`config.mk`:
```
export PLATFORM = sky130hd
export DESIGN_NAME = ifu
export DESIGN_NICKNAME = d
export VERILOG_FILES = /design/src/rtl/ifu.sv
export SDC_FILE = /design/constraint.sdc
export NUM_CORES = 1
export LEC_CHECK = 0
export ABC_CLOCK_PERIOD_IN_PS = 2650
export BUFFER_PORTS_ARGS = -buffer_cell sky130_fd_sc_hd__buf_4
export CAP_MARGIN = 25
export CORE_ASPECT_RATIO = 1.2
export CORE_UTILIZATION = 30
export DETAILED_ROUTE_END_ITERATION = 8
export PLACE_DENSITY_LB_ADDON = 0.12
export REMOVE_ABC_BUFFERS = 1
export SKIP_LAST_GASP = 1
export SLEW_MARGIN = 20
export SYNTH_ARGS = -nofsm -noshare
export SYNTH_HDL_FRONTEND = slang
export SYNTH_SLANG_ARGS = --single-unit
```
`constraint.sdc`:
```
create_clock -name clk -period 2.65 [get_ports clk]
set_input_delay 0.53 -clock clk [delete_from_list [all_inputs] [get_ports clk]]
set_output_delay 0.53 -clock clk [all_outputs]
set_load 0.05 [all_outputs]
```
`src/rtl/ifu.sv`:
```
// ifu: MIPS program counter, next-PC select, fetch address check and IF/ID register
module ifu #(
  parameter logic [31:0] RESET_PC   = 32'h0000_3000,
  parameter logic [31:0] HANDLER_PC = 32'h0000_4180,
  parameter logic [31:0] TEXT_LO    = 32'h0000_3000,
  parameter logic [31:0] TEXT_HI    = 32'h0000_4FFC
) (
  input  logic        clk,
  input  logic        reset,
  input  logic        stall,
  input  logic        redirect,
  input  logic [31:0] redirect_pc,
  input  logic        id_is_jump,
  input  logic        exc_req,
  input  logic        eret,
  input  logic [31:0] epc,
  output logic [31:0] imem_addr,
  input  logic [31:0] imem_data,
  output logic [31:0] id_instr,
  output logic [31:0] id_pc,
  output logic [31:0] id_pc8,
  output logic [4:0]  id_exccode,
  output logic        id_bd,
  output logic        id_valid
);
  logic [31:0] pc;
  logic        fault;
  assign imem_addr = pc;
  assign fault = (pc[1:0] != 2'b00) || (pc < TEXT_LO) || (pc > TEXT_HI);
  always_ff @(posedge clk) begin
    if (reset) pc <= RESET_PC;
    else if (exc_req) pc <= HANDLER_PC;
    else if (eret) pc <= epc;
    else if (!stall) pc <= redirect ? redirect_pc : pc + 32'd4;
  end
  always_ff @(posedge clk) begin
    if (reset || exc_req || eret) begin
      id_instr   <= '0;
      id_pc      <= '0;
      id_pc8     <= '0;
      id_exccode <= '0;
      id_bd      <= 1'b0;
      id_valid   <= 1'b0;
    end else if (!stall) begin
      id_instr   <= fault ? 32'd0 : imem_data;
      id_pc      <= pc;
      id_pc8     <= pc + 32'd8;
      id_exccode <= fault ? 5'd4 : 5'd0;
      id_bd      <= id_is_jump;
      id_valid   <= 1'b1;
    end
  end
endmodule

```
==> load_flow_metrics.sql, run 1 <==
INSERT INTO impl_metrics (metric_group, metric, value, unit) VALUES
('status', 'outcome', 'complete, no violations', ''),
('cts', 'cts_tree', 'yes', ''),
('place', 'placedCellCount', '1256', ''),
('global_route', 'wire_length_of_the_first_global_routing_pass', '36040', 'um'),
('cts', 'cts.sinks', '128', ''),
('timing', 'timing_worst_slew_pin_value', '739.3', 'ps'),
('cts', 'tritoncts.num_buffers', '17', ''),
('synthesis', 'mean_syn_cell_area', '8.149', 'um^2'),
('power', 'pwr_density_cell', '565.7', 'nW/um^2'),
('global_route', 'global_route.usage.total', '21.50', '%'),
('routing', 'wirelength', '23770', 'um'),
('place', 'detailed_place_hpwl', '17150', 'um'),
('global_route', 'antenna_found_initial', '0', ''),
('timing', 'slew_limit_headroom', '50.33', '%'),
('synthesis', 'synth_top_area_cell', 'dfxtp_1', ''),
('critical_path', 'crit_path_start_kind', 'flip-flop', ''),
('timing', 'report.final.hold_viol_count', '0', ''),
('cts', 'clk_path_buf_depth', '2', ''),
('flow_run', 'maxCapViolCount', '0', ''),
('cts', 'htreeDepth', '4', ''),
('synthesis', 'biggest_area_contributors_in_the_synthesized_netlist', 'dfxtp_1, nor2_1, a21oi_1', ''),
('global_route', 'grt_start_max_net_pins', '80', ''),
('timing', 'rsz0062_at_grt', 'false', ''),
('critical_path', 'worst-path-max-fanout', '12', ''),
('synthesis', 'synthDistinctLibCells', '61', ''),
('floorplan', 'floorplan.die.width', '135.4', 'um'),
('routing', 'remaining_drc_errors', '0', ''),
('cts', 'worst_skew_pair.late_latency', '420', 'ps'),
('timing', 'hold_ws', '336.8', 'ps'),
('layout', 'fin_nets', '1110', ''),
('cts', 'hold_buffers', '0', ''),
('critical_path', 'cpPeakStageDelay', '620', 'ps'),
('floorplan', 'ios', '238', ''),
('synthesis', 'synthesis.yosys.warnings', '0', ''),
('routing', 'detail_route.wl_per_cell', '18.45', 'um'),
('timing', 'finalCritPeriodShare', '85.03', '%'),
('critical_path', 'cp-end-kind', 'flip-flop', ''),
('timing', 'fmaxAchievable', '443.8', 'MHz'),
('synthesis', 'synth_top_flop_cell', 'dfxtp_1', ''),
('cts', 'cts.reportedPaths.clkPinSlew', '60', 'ps'),
('place', 'numPortBuffers', '233', ''),
('timing', 'finalMaxSlewViolations', '0', ''),
('routing', 'drt_pass_1_iters', '6', ''),
('worst_hold_path', 'min_path_type', 'in2reg', ''),
('routing', 'top_signal_layer_used', 'met4', ''),
('routing', 'met1Wirelength', '10490', 'um'),
('critical_path', 'cp.required', '2970', 'ps'),
('floorplan', 'placementRows', '58', ''),
('layout', 'final_area', '9095', 'um^2'),
('floorplan', 'floorplan.initialDensity', '30.54', '%'),
('timing', 'finalWorstPathRequiredPeriod', '2253', 'ps'),
('routing', 'vias', '6663', ''),
('critical_path', 'crit_path_top_delay_cell', 'nor4_4', ''),
('floorplan', 'die_area', '21940', 'um^2'),
('synthesis', 'synth-seq-cells', '128', ''),
('synthesis', 'seq_area_frac_synth', '40.01', '%'),
('power', 'vdd_drop_max', '447.1', 'uV'),
('critical_path', 'worst_ep_arrival_time', '2580', 'ps'),
('place', 'placed_cell_area', '8513', 'um^2'),
('cts', 'clock-root-buffer', 'clkbuf_16', ''),
('global_route', 'grt_pass1_vias', '6258', ''),
('routing', 'wl_met3', '1483', 'um'),
('cts', 'cts_setup_buffers', '0', ''),
('timing', 'worst_clock_skew', '10.37', 'ps'),
('layout', 'post-route-util', '43.37', '%'),
('layout', 'antenna_cells_inserted', '0', ''),
('synthesis', 'yosys-top-cells-count', 'dfxtp_1, nor2_1, a21oi_1, o21ai_0, nand2_1', ''),
('floorplan', 'die_h', '162.1', 'um'),
('layout', 'final.fill_count', '2167', ''),
('layout', 'fin_cells', '1288', ''),
('power', 'static-leakage-power', '0.003841', 'uW');
[metal layers]
metal,vias to the layer above,track usage (%)
li1,3266,-
met3,30,4.463
met4,0,7.763
met1,3118,27.80
met2,249,35.06
met5,-,0
[report_power, final]
group	total, uW	internal [uW]	switching (uW)
Combinational	790	309	481
Clock	2350	1420	932
Sequential	2010	1960	45.2
Total	5150	3690	1460
[placed cells by master, fill, tap and decap left out, drive strengths merged, types with 11 or more instances in the layout]
master / n
buf: 277
nor2: 128
dfxtp: 128
a21oi: 78
o21ai: 42
nand2: 38
mux2i: 35
a22oi: 35
nor3: 21
nand4: 21
clkbuf: 20
nand3: 17
inv: 14
nor2b: 13
nor4: 13
and3: 12
a211oi: 11
[critical path: cells and delay by family, from the launching register on]
kind | cells | cell delay [ps]
and+or+nand+nor | 3 | 1260
DFF | 1 | 580
AOI/OAI and AO/OA | 2 | 320
[logic make-up (layout without fill, tap and decap cells)]
kind of cell             count (synthesis)  in the layout  synth area share, %
XOR/XNOR                                 8              8                1.094
flip-flops                             128            128                40.01
multiplexers                            45             45                7.287
AO/OA/AOI/OAI                          222            222                21.86
buffers and inverters                   93            322                6.974
adder cells (fa/ha/maj)                  2              2               0.3906
other                                    1              4              0.05855
AND/OR/NAND/NOR                        287            287                22.33
[flip-flops by register name, indices dropped and copies added, names as in the netlist, named ones only]
signal and cells:
id_bd 1, id_exccode 1, imem_addr 30, id_pc 32, id_instr 32, id_pc8 29, id_valid 1
[stage by stage]
| stage | setup slack, ps | setup TNS, ps | total power, uW |
|---|---|---|---|
| floorplan | -315.3 | -6806 | 2429 |
| global placement | 431.1 | 0 | 2840 |
| detailed placement | 391.6 | 0 | 2840 |
| CTS | 393.6 | 0 | 5210 |
| global route | 214.2 | 0 | 5346 |
| finish | 396.7 | 0 | 5145 |
[final cells by class]
cell class	count	area, um^2	area share (%)
Clock buffer	20	446.7	4.911
Clock inverter	12	135.1	1.486
Inverter	13	48.80	0.5365
Multi-Input combinational cell	568	3422	37.63
Sequential cell	128	2562	28.17
Tap cell	270	337.8	3.714
Timing Repair Buffer	277	2142	23.55
[worst paths after layout]
check / startpoint / endpoint / slack [ps] / cells after the start
setup / recovery: imem_addr[17] / imem_addr[26] / 400 / 5
hold / removal: epc[0] / flip-flop / 340 / 3
setup reg to reg: imem_addr[17] / imem_addr[26] / 400 / 5
hold reg to reg: id_valid / id_valid / 450 / 2
Power figures use the tool's default switching activity.
==> inputs of run 2 (changes only) <==
- RECOVER_POWER: not set -> 100
==> run 2 against run 1 <==
Critical path depth stayed put. Sequential share of layout area is 1.9 points higher. Sequential cell count stayed put. Die area stayed put. Wire length is 0.41% higher. Final cell count stayed put. Global-route usage stayed put. Hold slack worse by 1.8 ps. Setup slack worse by 130 ps. Combinational power is 4.7% lower. Clock skew is 0.89 ps higher.
==> load_flow_metrics.sql, run 2 (synthesis gave the netlist of run 1 again) <==
INSERT INTO impl_metrics (metric_group, metric, value, unit) VALUES
('status', 'outcome', 'complete, no violations', ''),
('cts', 'htreeDepth', '4', ''),
('place', 'detailed_place_hpwl', '17150', 'um'),
('layout', 'antenna_cells_inserted', '0', ''),
('layout', 'fin_nets', '1110', ''),
('floorplan', 'floorplan.die.width', '135.4', 'um'),
('routing', 'drt_pass_1_iters', '5', ''),
('global_route', 'grt_start_max_net_pins', '80', ''),
('place', 'numPortBuffers', '233', ''),
('cts', 'hold_buffers', '0', ''),
('timing', 'rsz0062_at_grt', 'false', ''),
('critical_path', 'r2r_end', 'imem_addr[27]', ''),
('routing', 'postRouteAntennaNets', '0', ''),
('routing', 'wirelength', '23860', 'um'),
('timing', 'setup_viol', '0', ''),
('floorplan', 'ios', '238', ''),
('place', 'placedCellCount', '1256', ''),
('routing', 'remaining_drc_errors', '0', ''),
('worst_hold_path', 'worst_hold_path_cell_count', '3', ''),
('critical_path', 'reg2regPathDepth', '5', ''),
('cts', 'post_cts_resized', '0', ''),
('worst_hold_path', 'worst_hold_startpoint', 'epc[0]', ''),
('cts', 'cts.sinks', '128', ''),
('power', 'pwr_density_cell', '598.9', 'nW/um^2'),
('cts', 'cts.reportedPaths.clkPinSlew', '60', 'ps'),
('timing', 'finalCritPeriodShare', '90.09', '%'),
('layout', 'drive_gt1_share', '18.76', '%'),
('layout', 'flow.area_growth_from_synthesis', '33.15', '%'),
('layout', 'final_common_cell', 'buf_4', ''),
('timing', 'setup_ws_final', '262.7', 'ps'),
('power', 'vdd_drop_max', '449.6', 'uV'),
('routing', 'vias', '6698', ''),
('timing', 'finalMaxSlewViolations', '0', ''),
('critical_path', 'cp-end-kind', 'flip-flop', ''),
('cts', 'clock-root-buffer', 'clkbuf_16', ''),
('global_route', 'wire_length_of_the_first_global_routing_pass', '36040', 'um'),
('timing', 'finalWorstPathRequiredPeriod', '2387', 'ps'),
('cts', 'tritoncts.num_buffers', '17', ''),
('layout', 'final.fill_count', '2315', ''),
('routing', 'detail_route.vias_per_cell', '5.200', ''),
('critical_path', 'cp.required', '2960', 'ps'),
('power', 'power.total', '5107', 'uW'),
('floorplan', 'floorplan.initialDensity', '30.54', '%'),
('layout', 'fin_cells', '1288', ''),
('flow_run', 'maxCapViolCount', '0', ''),
('timing', 'report.final.hold_viol_count', '0', ''),
('floorplan', 'die_area', '21940', 'um^2'),
('cts', 'worst_skew_pair.late_latency', '420', 'ps'),
('global_route', 'grt_pass1_vias', '6258', ''),
('layout', 'final_area', '8528', 'um^2'),
('cts', 'cts_tree', 'yes', ''),
('timing', 'timing_worst_slew_pin_value', '1032', 'ps'),
('critical_path', 'critPathKind', 'reg2reg', ''),
('critical_path', 'worst_r2r_startpoint', 'imem_addr[17]', ''),
('floorplan', 'core_area', '20970', 'um^2'),
('floorplan', 'placementRows', '58', ''),
('timing', 'slew_limit_headroom', '31.19', '%'),
('global_route', 'antenna_found_initial', '0', ''),
('cts', 'clk_path_buf_depth', '2', ''),
('timing', 'worst_clock_skew', '11.26', 'ps'),
('routing', 'dr.first_iter.drc_count', '407', ''),
('timing', 'timing.setup.tns', '0', 'ps'),
('global_route', 'gr-total-overflow', '0', ''),
('routing', 'detail_route.wl_per_cell', '18.53', 'um'),
('power', 'static-leakage-power', '0.003224', 'uW'),
('place', 'placed_cell_area', '8513', 'um^2'),
('global_route', 'global_route.usage.total', '21.50', '%'),
('cts', 'cts_setup_buffers', '0', ''),
('timing', 'fmaxAchievable', '418.9', 'MHz'),
('layout', 'final_cell_mix', 'buf_4, clkbuf_1, nor2_1, dfxtp_1, a21oi_1', ''),
('place', 'detailedPlace.worstSlack', '391.6', 'ps'),
('worst_hold_path', 'min_path_type', 'in2reg', ''),
('critical_path', 'reg2reg_slack', '260', 'ps'),
('critical_path', 'crit_path_start_kind', 'flip-flop', ''),
('place', 'place.gp.congestion', '0.8908', ''),
('critical_path', 'worst_ep_arrival_time', '2700', 'ps'),
('critical_path', 'worst-path-max-fanout', '9', ''),
('floorplan', 'die_h', '162.1', 'um');
run 2: worst max-delay path by stage:
stage	from	end	slack, ps	depth (start not counted)
floorplan	exc_req	id_pc8[14]	-320	3
global placement	imem_addr[17]	imem_addr[26]	430	5
detailed placement	imem_addr[17]	imem_addr[26]	390	5
CTS	imem_addr[17]	imem_addr[26]	390	5
global route	imem_addr[8]	imem_addr[31]	110	6
finish	imem_addr[17]	imem_addr[27]	260	5
run 2: per-stage QoR:
step	hold WS, ps	utilization (%)
2_1_floorplan	606.4	-
3_3_place_gp	441.4	40.59
3_5_place_dp	450.3	40.59
4_1_cts	321.6	43.37
5_1_grt	336.7	40.66
6_report	335.1	40.66
run 2: per-layer routing:
layer	vias to the layer above	part of all wire (%)	GRT usage, %
li1	3268	-	-
met1	3163	45	27.80
met2	238	48	35.06
met3	29	5.6	4.463
met4	0	1.9	7.763
met5	-	0	0
run 2: worst max-delay path: stages, from the launching register on:
cell and delay [ps]:
dfxtp_1 530, nand4_1 270, or3_1 470, nor4_2 560
a31oi_1 160, a211o_1 280
run 2: report_power, final:
part | total, uW | internal (uW) | switching, uW | leakage, uW
clock | 2350 | 1420 | 933 | 0.000285
sequential | 2010 | 1960 | 43.1 | 0.00104
combinational | 753 | 274 | 479 | 0.00190
run 2: layout make-up:
cell class | instances | area (um^2) | share of cell area [%]
Clock inverter | 12 | 135.1 | 1.585
Sequential cell | 128 | 2562 | 30.05
Clock buffer | 20 | 446.7 | 5.238
Tap cell | 270 | 337.8 | 3.961
Multi-Input combinational cell | 568 | 3386 | 39.70
Inverter | 13 | 48.80 | 0.5722
Timing Repair Buffer | 277 | 1612 | 18.90
